===== src/rtl/logc_pkg.sv =====
// Shared constants and helper functions for the multi-channel log compressor.
package logc_pkg;

  localparam int DEF_DATA_WIDTH    = 48;
  localparam int DEF_FRAC_WIDTH    = 16;
  localparam int DEF_MIN_THRESHOLD = 1;

  // Widest sample the leading-one helper accepts; narrower samples are zero-extended.
  localparam int LOD_WIDTH = 64;

  // Width needed to index n items, never less than one bit.
  function automatic int clog2_safe(input int n);
    return (n <= 2) ? 1 : $clog2(n);
  endfunction

  // Index of the most significant set bit; returns 0 for a zero input.
  function automatic int lod(input logic [LOD_WIDTH-1:0] x);
    int idx;
    idx = 0;
    for (int i = 0; i < LOD_WIDTH; i++) begin
      if (x[i]) idx = i;
    end
    return idx;
  endfunction

endpackage


===== src/rtl/logc_rr_arb.sv =====
// Round-robin arbiter: grants the first requester at or above rr_ptr, wrapping,
// and moves rr_ptr past the granted channel when the grant is used.
module logc_rr_arb
  import logc_pkg::*;
#(
  parameter int NUM_CH   = 4,
  parameter int CH_WIDTH = clog2_safe(NUM_CH)
) (
  input  logic                clk,
  input  logic                reset,
  input  logic [NUM_CH-1:0]   req,
  input  logic                advance,
  output logic [NUM_CH-1:0]   grant,
  output logic [CH_WIDTH-1:0] grant_idx
);

  logic [CH_WIDTH-1:0] r_rr_ptr;

  // Pick the lowest requester at/above rr_ptr, else the lowest requester overall.
  always_comb begin
    // NOTE: every output gets a default before the loops so no path leaves it unassigned (no latch).
    grant_idx = '0;
    for (int c = NUM_CH - 1; c >= 0; c--) begin
      if (req[c]) grant_idx = CH_WIDTH'(c);
    end
    for (int c = NUM_CH - 1; c >= 0; c--) begin
      if (req[c] && (CH_WIDTH'(c) >= r_rr_ptr)) grant_idx = CH_WIDTH'(c);
    end
    grant = (|req) ? (NUM_CH'(1) << grant_idx) : '0;
  end

  // Advance the pointer past the channel that was just served.
  always_ff @(posedge clk or posedge reset) begin
    // NOTE: state registers use non-blocking assignments so every flop samples pre-edge values.
    if (reset) begin
      r_rr_ptr <= '0;
    end else if (advance) begin
      r_rr_ptr <= (grant_idx == CH_WIDTH'(NUM_CH - 1)) ? '0 : grant_idx + 1'b1;
    end
  end

endmodule


===== src/rtl/logc_mc.sv =====
// Multi-channel Mitchell log2 compressor: round-robin admission into a shared
// three-stage pipeline (clamp, leading-one detect, normalise) with a
// backpressured, channel-tagged output and a saturating clamp counter.
module logc_mc
  import logc_pkg::*;
#(
  parameter int DATA_WIDTH    = DEF_DATA_WIDTH,
  parameter int FRAC_WIDTH    = DEF_FRAC_WIDTH,
  parameter int NUM_CH        = 4,
  parameter int MIN_THRESHOLD = DEF_MIN_THRESHOLD,
  parameter int SHIFT_WIDTH   = $clog2(DATA_WIDTH),
  parameter int CH_WIDTH      = clog2_safe(NUM_CH),
  parameter int CNT_WIDTH     = 16
) (
  input  logic                         clk,
  input  logic                         reset,
  input  logic [NUM_CH-1:0]            in_valid,
  input  logic [NUM_CH*DATA_WIDTH-1:0] in_data,
  output logic [NUM_CH-1:0]            in_ready,
  output logic                         out_valid,
  input  logic                         out_ready,
  output logic [CH_WIDTH-1:0]          out_ch,
  output logic [SHIFT_WIDTH-1:0]       out_int,
  output logic [FRAC_WIDTH-1:0]        out_frac,
  output logic                         out_clamped,
  output logic [CNT_WIDTH-1:0]         clamp_count,
  input  logic                         clamp_clr
);

  localparam logic [DATA_WIDTH-1:0] MIN_X = DATA_WIDTH'(MIN_THRESHOLD);

  logic                  w_pipe_en;
  logic                  w_accept;
  logic [NUM_CH-1:0]     w_grant;
  logic [CH_WIDTH-1:0]   w_grant_idx;
  logic [DATA_WIDTH-1:0] w_sel_data;
  logic                  w_below;

  logic                   r_s1_valid, r_s2_valid, r_s3_valid;
  logic [CH_WIDTH-1:0]    r_s1_ch, r_s2_ch, r_out_ch;
  logic [DATA_WIDTH-1:0]  r_s1_x, r_s2_x;
  logic                   r_s1_clamped, r_s2_clamped, r_out_clamped;
  logic [SHIFT_WIDTH-1:0] r_s2_int, r_out_int;
  logic [FRAC_WIDTH-1:0]  r_out_frac;
  logic [CNT_WIDTH-1:0]   r_clamp_count;

  logic [SHIFT_WIDTH-1:0]           w_shift;
  logic [DATA_WIDTH-2:0]            w_norm;
  logic [DATA_WIDTH-2+FRAC_WIDTH:0] w_frac_ext;
  logic [FRAC_WIDTH-1:0]            w_frac;

  // The whole pipeline moves unless a finished result is waiting on the consumer.
  assign w_pipe_en = !r_s3_valid || out_ready;
  assign w_accept  = (|in_valid) && w_pipe_en && !reset;
  assign in_ready  = reset ? '0 : (w_grant & {NUM_CH{w_pipe_en}});

  logc_rr_arb #(
    .NUM_CH   (NUM_CH),
    .CH_WIDTH (CH_WIDTH)
  ) u_arb (
    .clk       (clk),
    .reset     (reset),
    .req       (in_valid),
    .advance   (w_accept),
    .grant     (w_grant),
    .grant_idx (w_grant_idx)
  );

  // Select the granted channel's sample.
  always_comb begin
    w_sel_data = '0;
    for (int c = 0; c < NUM_CH; c++) begin
      if (w_grant[c]) w_sel_data = in_data[c*DATA_WIDTH +: DATA_WIDTH];
    end
  end

  assign w_below = (w_sel_data < MIN_X);

  // Normalise: shift the leading one to the top; the bits below it are the mantissa.
  assign w_shift    = SHIFT_WIDTH'(DATA_WIDTH - 1) - r_s2_int;
  assign w_norm     = (DATA_WIDTH-1)'(r_s2_x << w_shift);
  assign w_frac_ext = {w_norm, {FRAC_WIDTH{1'b0}}};
  assign w_frac     = FRAC_WIDTH'(w_frac_ext >> (DATA_WIDTH - 1));

  // Stage-valid flags advance together whenever the pipeline is enabled.
  always_ff @(posedge clk or posedge reset) begin
    if (reset) begin
      r_s1_valid <= 1'b0;
      r_s2_valid <= 1'b0;
      r_s3_valid <= 1'b0;
    end else if (w_pipe_en) begin
      r_s1_valid <= w_accept;
      r_s2_valid <= r_s1_valid;
      r_s3_valid <= r_s2_valid;
    end
  end

  // S1 clamp/capture and S2 leading-one detect.
  always_ff @(posedge clk) begin
    // NOTE: datapath registers are qualified by the valid flags, so they carry no reset.
    if (w_pipe_en) begin
      r_s1_ch      <= w_grant_idx;
      r_s1_x       <= w_below ? MIN_X : w_sel_data;
      r_s1_clamped <= w_below;
      r_s2_ch      <= r_s1_ch;
      r_s2_x       <= r_s1_x;
      r_s2_int     <= SHIFT_WIDTH'(lod(LOD_WIDTH'(r_s1_x)));
      r_s2_clamped <= r_s1_clamped;
    end
  end

  // S3 output registers; they only change when a valid result moves in.
  always_ff @(posedge clk or posedge reset) begin
    if (reset) begin
      r_out_ch      <= '0;
      r_out_int     <= '0;
      r_out_frac    <= '0;
      r_out_clamped <= 1'b0;
    end else if (w_pipe_en && r_s2_valid) begin
      r_out_ch      <= r_s2_ch;
      r_out_int     <= r_s2_int;
      r_out_frac    <= w_frac;
      r_out_clamped <= r_s2_clamped;
    end
  end

  // Count clamped results as they are handed off; clear wins over increment.
  always_ff @(posedge clk or posedge reset) begin
    if (reset) begin
      r_clamp_count <= '0;
    end else if (clamp_clr) begin
      r_clamp_count <= '0;
    end else if (r_s3_valid && out_ready && r_out_clamped && (r_clamp_count != '1)) begin
      r_clamp_count <= r_clamp_count + 1'b1;
    end
  end

  assign out_valid   = r_s3_valid;
  assign out_ch      = r_out_ch;
  assign out_int     = r_out_int;
  assign out_frac    = r_out_frac;
  assign out_clamped = r_out_clamped;
  assign clamp_count = r_clamp_count;

endmodule


===== config.mk =====
export PLATFORM = sky130hd
export DESIGN_NAME = logc_mc
export DESIGN_NICKNAME = d
export VERILOG_FILES = /design/src/rtl/logc_pkg.sv /design/src/rtl/logc_rr_arb.sv /design/src/rtl/logc_mc.sv
export SDC_FILE = /design/constraint.sdc
export NUM_CORES = 1
export LEC_CHECK = 0
export CAP_MARGIN = 20
export CORE_ASPECT_RATIO = 1.2
export CORE_UTILIZATION = 54
export CTS_CLUSTER_DIAMETER = 50
export DETAILED_ROUTE_END_ITERATION = 12
export PLACE_DENSITY = 0.95
export SYNTH_ARGS = -nofsm -noshare
export SYNTH_HDL_FRONTEND = slang
export SYNTH_SLANG_ARGS = --single-unit

===== constraint.sdc =====
create_clock -name clk -period 10.5 [get_ports clk]
set_clock_uncertainty 0.2 [all_clocks]
set_input_delay 2.1 -clock clk [delete_from_list [all_inputs] [get_ports clk]]
set_output_delay 2.1 -clock clk [all_outputs]
set_load 0.1 [all_outputs]

* Word level (Yosys, flattened, before mapping)
Index checks and enable logic that the tools add are counted.
Word-level totals: register bits after elaboration 154, input port bits 200
Cells by class: $add $sub $neg 3, $lt $le $gt $ge 5, equal/unequal tests 2, shifts and indexed selects 2, mux-type cells 63, bitwise logic cells 1, reduce and logical (&&, ||, !) cells 19
Operators by type and width (count):
- 2-to-1 mux 48 bit | 4
- 2-to-1 mux 6 bit | 30
- less-than comparator 48 x 1 -> 1 bit (second input constant) | 1
- left shift 48 x 6 -> 47 bit | 1
- 2-to-1 mux 4 bit | 10
- 2-to-1 mux 16 bit | 2
- 2-to-1 mux 2 bit | 11
- adder 16 x 1 -> 16 bit (second input constant) | 1
- != test 16 bit (second input constant) | 1
- OR reduction 16 bit | 1
- 2-to-1 mux 3 bit | 4
- logical AND 1 bit | 10
- OR reduction 4 bit | 2
- OR reduction 8 bit | 1
- subtractor 6 bit (first input constant) | 1
- bitwise AND 4 bit | 1
- greater-or-equal comparator 1 x 2 -> 1 bit (first input constant) | 2
- greater-or-equal comparator 2 bit (first input constant) | 2
- left shift 1 x 2 -> 4 bit (first input constant) | 1
- adder 2 x 1 -> 2 bit (second input constant) | 1
- equality test 2 bit (second input constant) | 1
- zero test 1 bit | 2
- 2-to-1 mux 1 bit | 2
- nonzero test 2 bit | 1
- 2 further kinds | 2

* Longest topological paths before layout
Gate-level depths: netlist of the first run.
depth in word-level cells 46, gate-level depth with buffers 16

* Hierarchy
A second synthesis of the first run with hierarchy kept.
Second synthesis, totals: cells, all modules 896, area total of the unflattened synthesis 9515.4 sq um
By module, submodules not included:
- logc_mc | instances 1, cells an instance 866, area an instance 9243.9 sq um
- logc_rr_arb | instances 1, cells an instance 30, area an instance 271.5 sq um

* Worst setup path before layout of the first run
OpenSTA, ideal clock, no wires.
path type input port to output port, start input in_valid[2], end output in_ready[3], arrival time 5461 ps, required time 8200 ps, path slack 2739 ps, cell stages on the path 8, cells stage by stage clkbuf_1 mux2i_1 nor2_1 nor3_1 ha_1 o41ai_1 clkbuf_1 nor3_1
On the way: cells in the longest elaborated chain, start to end 11, elaborated cells on any way between the ends 13
Ends and longest elaborated chain:
- start, declared | RTL line logc_mc.sv:17 | input logic [NUM_CH-1:0] in_valid,
- 2-to-1 mux 2 bit (3 in a row) | RTL line logc_rr_arb.sv:24 | if (req[c]) grant_idx = CH_WIDTH'(c);
- 2-to-1 mux 2 bit | RTL line logc_rr_arb.sv:27 | if (req[c] && (CH_WIDTH'(c) >= r_rr_ptr)) grant_idx = CH_WIDTH'(c);
- 2-to-1 mux 2 bit (*) (3 in a row) | RTL line logc_rr_arb.sv:27
- named net u_arb.grant_idx[0] | RTL line logc_rr_arb.sv:14 | output logic [CH_WIDTH-1:0] grant_idx
- left shift 1 x 2 -> 4 bit (*) | RTL line logc_rr_arb.sv:29 | grant = (|req) ? (NUM_CH'(1) << grant_idx) : '0;
- 2-to-1 mux 4 bit (*) | RTL line logc_rr_arb.sv:29
- bitwise AND 4 bit (*) | RTL line logc_mc.sv:55 | assign in_ready = reset ? '0 : (w_grant & {NUM_CH{w_pipe_en}});
- 2-to-1 mux 4 bit (*) | RTL line logc_mc.sv:55
- end, declared | RTL line logc_mc.sv:19 | output logic [NUM_CH-1:0] in_ready,
The timed path passes the listed nets; every way through them passes the cells marked *.

* Worst setup path in the final report of the first run
start input in_valid[0], end output in_ready[3]
On the way: cells in the longest elaborated chain, start to end 9, elaborated cells on any way between the ends 11
Ends and longest elaborated chain (RTL line):
- 2-to-1 mux 2 bit | logc_rr_arb.sv:24
- 2-to-1 mux 2 bit (3 in a row) | logc_rr_arb.sv:27
- 2-to-1 mux 2 bit (*) | logc_rr_arb.sv:27
- named net u_arb.grant_idx[0] | logc_rr_arb.sv:14
- left shift 1 x 2 -> 4 bit (*) | logc_rr_arb.sv:29
- 2-to-1 mux 4 bit (*) | logc_rr_arb.sv:29
- bitwise AND 4 bit (*) | logc_mc.sv:55
- 2-to-1 mux 4 bit (*) | logc_mc.sv:55
Marks and branches as above.

==> metrics, run 1 <==
status finished clean; M1 wire length 10.7 mm; Power Total 3.95 mW; Core Region 0.0169 mm2; FILL cells 1084; Via Count 8689; synthesized flop and latch total 153; post-synthesis xor/xnor area fraction 0.0131; P_int 2.14 mW; Worst setup EP type output pin; Mapped Cells 864; vias in the first global route 8419; vias per std cell 6.66; hold_buf cts 0; max_cap viols 0; Static Leak 4.76 nW; fraction of layout instances using a drive strength above 1 0.102; HP Class flop to flop; Setup Viol. Count Final 0; Synth top area share 0.344; hpwl dp 22.4 mm; most common cell after layout, fill and taps aside clkdlybuf4s50_1; Chip Height 146 um; Syn Nets 1069; clock sink total 153; CTS root buf clkbuf_16; Sw Ratio 0.457; mux contribution to synthesized area 0.166; worst setup path startpoint in_valid[0]; final RePlAce weighted congestion 1.01; Slew Limit Headroom 0.333; synthesized area 0.00935 mm2; GRT Total Usage 0.356; final hold violation count 0; TNS Setup 0 ns; DRC viols 0; instance count on the critical path 8; CP cell instances clkdlybuf4s50_1 > mux2i_1 > nor2_1 > nor3_1 > ha_1 > o41ai_2 > nor3_1 > clkdlybuf4s50_1; f_max 132 MHz; pre-CTS setup slack 2.92 ns; Post-Synth Adder-Cell Area 0.00669; Post-Route WL 31.0 mm; Worst Path Buf+Inv 2; Initial Utilization 0.553; Synth Area in Compound Gates 0.182; cts repair resizes 0; Synth Area in Simple Gates 0.126; Critical R2R Capture r_s1_clamped$_DFFE_PN_; 1st-pass router iterations 6; clk slew on worst S/H paths 0.06 ns; clock network power share 0.154; P_sw 1.81 mW; critical path required time 8.20 ns; Final Critical Period 7.60 ns; H-Tree Depth 4; GRT overflow 0; most frequent cells in the layout 245 x clkdlybuf4s50_1, 107 x edfxtp_1, 72 x o21ai_0, 67 x nand2_1, 65 x nor2_1; Port Buffers 245; synth unique cells 57; Final Cell Area 0.0125 mm2; WL met3 3.26 mm; # IOs 246; global-route wire length before repair 47.7 mm; Area Overhead vs Synth 33.7%; die area 0.0178 mm2; WS Path Type primary input to output pin; Top delay family on crit path buffers and inverters; Initial DRC Count 1227; Final period util 0.724; RR Startpoint u_arb.r_rr_ptr[1]$_DFFE_PP0P_; CTS Buf Count 17; CTS tree done; pin count of the biggest net entering global routing 78; slew of the pin with the lowest slew margin 0.997 ns; top post-synthesis cells by area edfxtp_1 34%, dfrtp_1 12%, mux4_2 11%; Synth Area per Inst 10.8 um2; Setup crit end in_ready[3]; Final Max Tran Viols 0; RSZ-0062 raised after global routing no; Gate power share 0.518; Seq/Total Area, Yosys 0.467; slowest cell on the critical path clkdlybuf4s50_1; worst hold slack 0.236 ns; Critical Path Source Type primary input; Clock Path Buffers 2; largest family of logic cells by synthesized area compound AO/OA/AOI/OAI gates; VDD IR max 0.000164 V; Cell Area, Placed 0.0119 mm2; Clk Latency, worst-skew pair 0.43 ns; Most used DFF post-synth edfxtp_1; Post-synth ARST share 0.301; wire per inst 23.8 um; Pwr Density 316 mW/mm2; final antenna-violating net count 0; Synth warnings 0; Post-synth EDFFs 107; standard-cell row count 52; R2R cell count 12; nets 1280; Max Used Layer met4; CP arrival 5.30 ns; Sequential Power Share 0.328; post-route setup slack 2.90 ns; cell taking the most area after synthesis edfxtp_1; post-CTS setup repair buffer count 0; width of the die 122 um; Crit path largest cell delay 1.15 ns; met2 wire length 15.3 mm; Inserted Diodes 0; antenna violations before repair 0; Worst Path Max Fanout 11; flop-to-flop setup slack 6.02 ns
[how the worst min path moves through the flow]
stage	start	to	cells after the start
global route	r_s1_ch[1]$_DFFE_PN_	r_s2_ch[1]$_DFFE_PN_	0
floorplan	r_s1_ch[0]$_DFFE_PN_	r_s2_ch[0]$_DFFE_PN_	0
detailed placement	r_s1_ch[1]$_DFFE_PN_	r_s2_ch[1]$_DFFE_PN_	0
CTS	r_s1_ch[1]$_DFFE_PN_	r_s2_ch[1]$_DFFE_PN_	0
global placement	r_s1_ch[0]$_DFFE_PN_	r_s2_ch[0]$_DFFE_PN_	0
finish	r_s1_ch[1]$_DFFE_PN_	r_s2_ch[1]$_DFFE_PN_	0
[worst reg2reg max path: stages (launching register included)]
cell and delay, ns:
dfrtp_1 0.45, mux2i_1 0.21, nor2_1 0.06, nor3_1 0.43, inv_1 0.13, ha_1 0.26
nor2b_1 0.27, and2_4 0.35, a221oi_1 0.30, o21ai_1 0.16, or4_1 0.55, or4_4 0.57
nor3_1 0.31
[synthesized netlist by cell type (11+ instances only)]
| cell | number |
|---|---|
| nand2_1 | 67 |
| nor3_1 | 25 |
| o21ai_0 | 72 |
| nor4_1 | 15 |
| edfxtp_1 | 107 |
| a32oi_1 | 12 |
| dfrtp_1 | 46 |
| mux2_2 | 13 |
| a211oi_1 | 17 |
| a2bb2oi_1 | 11 |
| nor2_1 | 66 |
| clkbuf_1 | 49 |
| a221oi_1 | 16 |
| a21oi_1 | 51 |
| mux2i_1 | 39 |
| or3_1 | 24 |
| a22oi_1 | 21 |
| inv_1 | 27 |
| mux4_2 | 45 |
[sequential cells by signal, indices dropped and copies added (netlist names), 2 cells and up]
register and flops:
out_ch 2, r_s1_ch 2, clamp_count 16, r_s1_x 48, u_arb.r_rr_ptr 2, out_frac 16
out_int 6, r_s2_x 47, r_s2_ch 2, r_s2_int 6
[routing by layer]
metal  vias to the layer above  GRT usage
met5                         -          0
met4                         0      0.190
met3                       126     0.0922
met2                       676      0.587
met1                      4069      0.424
li1                       3818          -
[final cells by class]
class                      count  area, um2  area share
clock buffer                  17        425      0.0340
clock inverter                15        155      0.0124
inverter                      29        111     0.00891
multi-input combinational    617       4630       0.370
sequential                   153       4360       0.349
tap                          216        270      0.0216
timing repair buffer         257       2550       0.204
[logic make-up (layout without fill, tap and decap cells)]
group	count (synthesis)	count (layout)
AOI/OAI and AO/OA	257	257
and+or+nand+nor	244	244
DFF	153	153
muxes	97	97
buffers and inverters	94	318
xor gates and xnor gates	14	14
adders and majority gates	5	5
[stage by stage]
stage          instances   util
3_3_place_gp        1270  0.703
5_1_grt             1304  0.739
2_1_floorplan        864      -
4_1_cts             1303  0.738
6_report            1304  0.739
3_5_place_dp        1271  0.704
[power groups by stage]
stage	combinational, mW	clock (mW)	sequential (mW)
finish	2.04	0.609	1.30
global route	2.17	0.631	1.31
CTS	2.02	0.608	1.27
detailed placement	1.98	0	1.27
global placement	1.95	0	1.24
floorplan	1.18	0	1.49
Note: power is estimated with default switching activity, not from simulation.
==> run 2, diff against run 1 <==
CORE_UTILIZATION = 50   (was 54)
PLACE_DENSITY = 0.93   (was 0.95)
clock period = 8 ns   (was 10.5 ns; I/O delays follow)
==> metrics, run 2 (same netlist as run 1, synthesis figures left out) <==
status finished clean; Clock Path Buffers 2; Chip Height 152 um; Post-Route WL 29.9 mm; Initial DRC Count 1141; f_max 151 MHz; hpwl dp 22.7 mm; pin count of the biggest net entering global routing 57; vias in the first global route 8129; Initial Utilization 0.512; vias per std cell 6.43; final hold violation count 0; Port Buffers 245; Via Count 8454; FILL cells 1293; hold_buf cts 0; Final period util 0.830; final RePlAce weighted congestion 0.981; critical path required time 6.20 ns; slew of the pin with the lowest slew margin 0.991 ns; Storage cell area 0.00436 mm2; Clk Latency, worst-skew pair 0.43 ns; Static Leak 4.77 nW; 1st-pass router iterations 6; VDD IR max 0.000227 V; multi-input logic area 0.00463 mm2; Worst Path Max Fanout 11; die area 0.0192 mm2; global-route wire length before repair 45.0 mm; # IOs 246; Slew Limit Headroom 0.337; DRC viols 0; Critical Path Source Type primary input; final antenna-violating net count 0; clock sink total 153; post-CTS setup repair buffer count 0; cts repair resizes 0; H-Tree Depth 4; HP Class flop to flop; pre-CTS setup slack 1.41 ns; GRT Total Usage 0.315; Setup Viol. Count Final 0; RSZ-0062 raised after global routing no; slowest cell on the critical path clkdlybuf4s50_1; width of the die 127 um; fraction of layout instances using a drive strength above 1 0.102; wire per inst 22.7 um; Pwr Density 410 mW/mm2; Largest register FFs 48; CTS root buf clkbuf_16; Final Critical Period 6.64 ns; TNS Setup 0 ns; Worst setup EP type output pin; GRT overflow 0; Top reg by flops r_s1_x; CP arrival 4.84 ns; nets 1280; max_cap viols 0; Final Max Tran Viols 0; antenna violations before repair 3; most frequent cells in the layout 245 x clkdlybuf4s50_1, 107 x edfxtp_1, 72 x o21ai_0, 67 x nand2_1, 65 x nor2_1; post-route setup slack 1.36 ns; WS Path Type primary input to output pin; most common cell after layout, fill and taps aside clkdlybuf4s50_1; flop-to-flop setup slack 3.72 ns; CTS tree done; Area Overhead vs Synth 33.9%; clk slew on worst S/H paths 0.07 ns; CTS Buf Count 17; standard-cell row count 54; Top Registers r_s1_x: 48 flops, r_s2_x: 47 flops; final core occ 0.686; CP cell instances clkdlybuf4s50_1 > mux2i_1 > nor2_1 > nor3_1 > ha_1 > o41ai_2 > nor3_1 > clkdlybuf4s50_1; Core Region 0.0182 mm2; Crit path largest cell delay 1.15 ns
==> run 2: cell count changes in the layout (fill, tap and decap cells not counted), sizes merged <==
cell,before,now
diode,0,3
bufinv,1,2
clkinv,7,8
clkinvlp,2,1
inv,34,33
==> run 2: area by class of cell <==
cell class | count | share of cell area
multi-input cells | 617 | 0.370
well taps | 224 | 0.0224
diodes | 3 | 0.000600
clock buffers | 17 | 0.0340
inverters | 29 | 0.00889
flip-flops and latches | 153 | 0.349
repair buffers | 257 | 0.203
clock inverters | 15 | 0.0132
==> run 2: path summary, 6_finish.rpt <==
kind / end / start / depth (start not counted)
setup / recovery: in_ready[3] / in_valid[0] / 8
hold / removal: r_s2_ch[1]$_DFFE_PN_ / r_s1_ch[1]$_DFFE_PN_ / 0
setup reg to reg: r_s1_x[0]$_SDFFCE_PP1N_ / u_arb.r_rr_ptr[1]$_DFFE_PP0P_ / 12
hold reg to reg: r_s2_ch[1]$_DFFE_PN_ / r_s1_ch[1]$_DFFE_PN_ / 0
max in group asynchronous: out_frac[4]$_DFFE_PP0P_ / reset / 3
min in group asynchronous: u_arb.r_rr_ptr[1]$_DFFE_PP0P_ / reset / 3
==> run 2: critical path: cells and delay by family <==
kind | cells | cell delay [ns]
compound gates | 1 | 0.15
fa+ha+maj | 1 | 0.41
buf+inv | 2 | 1.78
mux | 1 | 0.23
simple gates | 3 | 0.67
==> run 2: routing by layer <==
metal	share of wire	vias to the layer above	wire length [um]	track usage
met2	0.52	553	15400	0.556
met1	0.36	3994	10700	0.362
met3	0.078	94	2330	0.0530
met4	0.050	0	1500	0.188
li1	-	3813	-	-
met5	0	-	0	0
==> run 2: through the flow <==
| step | hold WS, ns | power [mW] | instances | instance area, um2 |
|---|---|---|---|---|
| 3_3_place_gp | 0.216 | 4.19 | 1279 | 11900 |
| 6_report | 0.224 | 5.14 | 1315 | 12500 |
| 4_1_cts | 0.226 | 5.11 | 1312 | 12500 |
| 2_1_floorplan | 0.200 | 3.50 | 864 | 9350 |
| 3_5_place_dp | 0.215 | 4.27 | 1280 | 11900 |
| 5_1_grt | 0.230 | 5.37 | 1315 | 12500 |
==> run 2: report_power, final <==
part	internal, mW	switching [mW]
logic	1.05	1.60
clock network	0.467	0.345
registers	1.32	0.363
==> RTL edit 1, RTL diff (config.mk and constraints of run 2) <==
Register the output `clamp_count` once more, with the module's reset; this adds one clock of latency there. The other outputs are not delayed to match.
--- a/src/rtl/logc_mc.sv
+++ b/src/rtl/logc_mc.sv
@@ -140,7 +140,13 @@
   assign out_int     = r_out_int;
   assign out_frac    = r_out_frac;
   assign out_clamped = r_out_clamped;
-  assign clamp_count = r_clamp_count;
+  always_ff @(posedge clk or posedge reset) begin
+    if (reset) begin
+      clamp_count <= '0;
+    end else begin
+      clamp_count <= r_clamp_count;
+    end
+  end
 
 endmodule
 
Formal check against the unedited RTL: no difference found for any inputs over 4 cycles, from zero or initial values and one cycle with reset high; that may be too few to reach the edited logic, so the function may still have changed.
==> RTL edit 1 against run 2 <==
Sequential power rose by 5%; total power rose by 0.33%; cell area rose by 4.4%; sequential cell count rose by 16; maximum frequency rose by 0.92%; die area rose by 5.9%; worst setup slack improved by 0.060 ns; wire length rose by 1.6%; synthesized cell count rose by 4.7%; critical path type unchanged; largest power group unchanged; synthesized area rose by 6.0%; cell count rose by 5.2%.
==> RTL edit 1: results (changes against run 2) <==
[placed_design]
gp_congestion = 0.979  ; -0.26%
hpwl_microns = 23100  ; +1.7%
place_inst = 1351  ; +5.5%
placed_area_sq_um = 12500  ; +4.6%
pre_cts_ws_ns = 1.14  ; -0.273 ns

[min_path]
min-delay-start = r_clamp_count[1]$_DFFE_PP0P_

[layout]
finalCoreUtilization_pct = 67.1  ; -1.5 points
insertedDiodeCount = 0  ; -3
drive_gt1_share_pct = 10.6  ; +0.39 points
num-fill-cells = 1447  ; +12%
final-nonclk-buf-share_pct = 19.5  ; -0.79 points
inv_count = 35  ; +21%

[critical_path]
reg2regPathDepth = 13  ; +1
cpPeakStageDelay_ns = 1.13  ; -0.02 ns
ff2ff_setup_slack_ns = 3.29  ; -0.43 ns
crit_fanout = 14  ; +3

[global_routing]
grt_max_degree = 63  ; +11%
grt_pass1_wl_microns = 46500  ; +3.2%
antenna_found_initial = 0  ; -3
grt_pass1_vias = 8441  ; +3.8%

[power_and_ir_drop]
seq_power_share_pct = 34.4  ; +1.6 points
pg_comb_w = 0.00259  ; -2%
peakVddDrop_mv = 0.215  ; -5.1%
power.internal_w = 0.00285  ; +0.57%
p_leak_nw = 5.00  ; +4.9%

[timing]
slew_headroom_pct = 29.6  ; -4.2 points
timing.hold.ws_ns = 0.232  ; +0.00731 ns

[synth]
ys_types = 59  ; +3.5%
synth_area_leaders = edfxtp_1 32%, dfrtp_1 16%, mux4_2 9.3%
synth.avg_cell_area_sq_um = 10.9  ; +1.2%
async_reset_ff_share_pct = 36.7  ; +6.6 points
ys_seq_area_share_pct = 48.1  ; +1.4 points
synth_area_sq_um = 9910  ; +6.0%

[route]
viasPerCell = 6.32  ; -1.6%
drt_iter0_markers = 1157  ; +1.4%
wl_per_cell_microns = 21.9  ; -3.5%
wl_microns = 30300  ; +1.6%

[status]
status = complete, no violations

[clocking]
worstSkewPairLatency_ns = 0.45  ; +0.02 ns

==> RTL edit 1: cell types whose count changed after synthesis, moves of 10 or more <==
cell / run 2 / this run
nor2_1: 66 / 88
a22oi_1: 21 / 8
nand2_1: 67 / 40
a211oi_1: 17 / 37
nor2b_1: 7 / 17
o21ai_0: 72 / 59
dfrtp_1: 46 / 62
nor3_1: 25 / 42
or3_1: 24 / 10
a32oi_1: 12 / 23
==> RTL edit 1: routing by layer <==
metal	GRT usage (%)	wire (microns)
met1	37.0	10900
met2	51.8	15200
met3	4.80	2440
met4	18.8	1750
met5	0	0
==> RTL edit 1: cell families (layout without fill, tap and decap cells) <==
kind of cell | after synthesis | count (layout) | share of synthesized area, %
flip-flops | 169 | 169 | 48.1
AND/OR/NAND/NOR | 259 | 259 | 12.8
XOR/XNOR | 13 | 13 | 1.15
AO/OA/AOI/OAI | 247 | 247 | 16.8
adder cells (fa/ha/maj) | 5 | 5 | 0.631
buffers and inverters | 106 | 324 | 4.46
multiplexers | 106 | 106 | 16.1
==> RTL edit 2, RTL diff (flow settings as in run 2) <==
Without the edit above. `NUM_CH` is set to 4 in 2 places; all go to 2.
--- a/src/rtl/logc_rr_arb.sv
+++ b/src/rtl/logc_rr_arb.sv
@@ -3,7 +3,7 @@
 module logc_rr_arb
   import logc_pkg::*;
 #(
-  parameter int NUM_CH   = 4,
+  parameter int NUM_CH   = 2,
   parameter int CH_WIDTH = clog2_safe(NUM_CH)
 ) (
   input  logic                clk,
--- a/src/rtl/logc_mc.sv
+++ b/src/rtl/logc_mc.sv
@@ -6,7 +6,7 @@
 #(
   parameter int DATA_WIDTH    = DEF_DATA_WIDTH,
   parameter int FRAC_WIDTH    = DEF_FRAC_WIDTH,
-  parameter int NUM_CH        = 4,
+  parameter int NUM_CH        = 2,
   parameter int MIN_THRESHOLD = DEF_MIN_THRESHOLD,
   parameter int SHIFT_WIDTH   = $clog2(DATA_WIDTH),
   parameter int CH_WIDTH      = clog2_safe(NUM_CH),
Ports: changed (resized in_data, in_ready, in_valid and out_ch); port bits go from 246 to 145. No check against the original RTL was run, so the function may have changed too.
==> RTL edit 2 against run 2 <==
Total power shrank 23%; cell area is 16% lower; wire length shrank 25%; synthesized area down 9.9%; core utilization decreased by 4.2 points; count of clock-buffer cells in the layout rose by 1; maximum frequency rose by 7.0%; sequential cell count is 4 lower; critical path type unchanged; worst setup slack improved by 0.44 ns.
==> RTL edit 2: results (changes against run 2) <==
[timing]
worst_slew_pin_slew_ns = 0.992  ; +0.00111 ns
timing.hold.ws_ns = 0.226  ; +0.00171 ns

[route]
viasPerCell = 6.43  ; about the same

[critical_path]
cpPeakStageDelay_ns = 0.98  ; -0.17 ns
crit_fanout = 33  ; +22
worstPathArrival_ns = 4.41  ; -0.43 ns
worstReg2RegEnd = out_frac[13]$_DFFE_PP0P_
reg2regPathDepth = 7  ; -5
ff2ff_setup_slack_ns = 4.91  ; +1.19 ns
rr_startpoint = r_s2_int[0]$_SDFFCE_PP1N_

[layout]
multi_input_gates = 485  ; -21%
signal_buffers = 153  ; -40%
final-nonclk-buf-share_pct = 14.3  ; -5.9 points
insertedDiodeCount = 0  ; -3
seq_share_pct = 40.4  ; +5.5 points
drive_gt1_share_pct = 9.40  ; -0.80 points
inv_count = 53  ; +83%

[synth]
synth_edf_count = 105  ; -1.9%
synth_area_leaders = edfxtp_1 37%, dfrtp_1 13%, mux2i_1 7.6%
async_reset_ff_share_pct = 29.5  ; -0.54 points
syn_nets = 840  ; -21%
ys_types = 60  ; +5.3%

[global_routing]
grt_use_total_pct = 26.4  ; -5.1 points
grt_max_degree = 79  ; +39%
grt_pass1_wl_microns = 34800  ; -23%
grt_pass1_vias = 6606  ; -19%
antenna_found_initial = 0  ; -3

[min_path]
min-delay-start = r_s1_clamped$_DFFE_PN_
hold_path_end = r_s2_clamped$_DFFE_PN_

[power_and_ir_drop]
peakVddDrop_mv = 0.190  ; -16%
p_leak_nw = 4.30  ; -9.8%

[placed_design]
placement.io_buffers = 144  ; -41%
hpwl_microns = 16100  ; -29%

[status]
status = complete, no violations

==> RTL edit 2: through the flow <==
step | cell area (sq um) | setup WS, ns | utilization [%] | power, W | cells
2_1_floorplan | 8420 | 1.39 | - | 0.00264 | 737
3_3_place_gp | 9940 | 1.83 | 60.8 | 0.00304 | 1052
3_5_place_dp | 9940 | 1.81 | 60.8 | 0.00309 | 1052
4_1_cts | 10500 | 1.80 | 64.5 | 0.00390 | 1084
5_1_grt | 10500 | 1.67 | 64.5 | 0.00408 | 1084
6_report | 10500 | 1.79 | 64.5 | 0.00393 | 1084
==> RTL edit 2: kinds of logic after synthesis <==
logic type,synth area share (%)
AOI/OAI and AO/OA,14.3
xor gates and xnor gates,1.56
adders and majority gates,0.149
buffers and inverters,5.57
DFF,50.5
muxes,16.3
and+or+nand+nor,11.6
==> RTL edit 2: per-layer routing <==
metal | track usage (%) | vias to the layer above | routed length, microns
met5 | 0 | - | 0
met4 | 13.1 | 0 | 1020
met3 | 4.65 | 86 | 1520
met2 | 47.2 | 471 | 11600
met1 | 30.6 | 3317 | 8260
li1 | - | 3098 | -
==> RTL edit 2: power by group <==
group,switching [W],internal (W),total (W)
combinational,0.00118,0.000640,0.00182
sequential,0.000198,0.00111,0.00131
clock,0.000349,0.000451,0.000800
==> RTL edit 2: how the worst max path moves through the flow <==
stage                   start          end  cells after the start
global placement    out_ready  in_ready[0]                      5
global route        out_ready  in_ready[0]                      5
floorplan           out_ready  in_ready[0]                      3
finish              out_ready  in_ready[0]                      5
CTS                 out_ready  in_ready[0]                      5
detailed placement  out_ready  in_ready[0]                      5
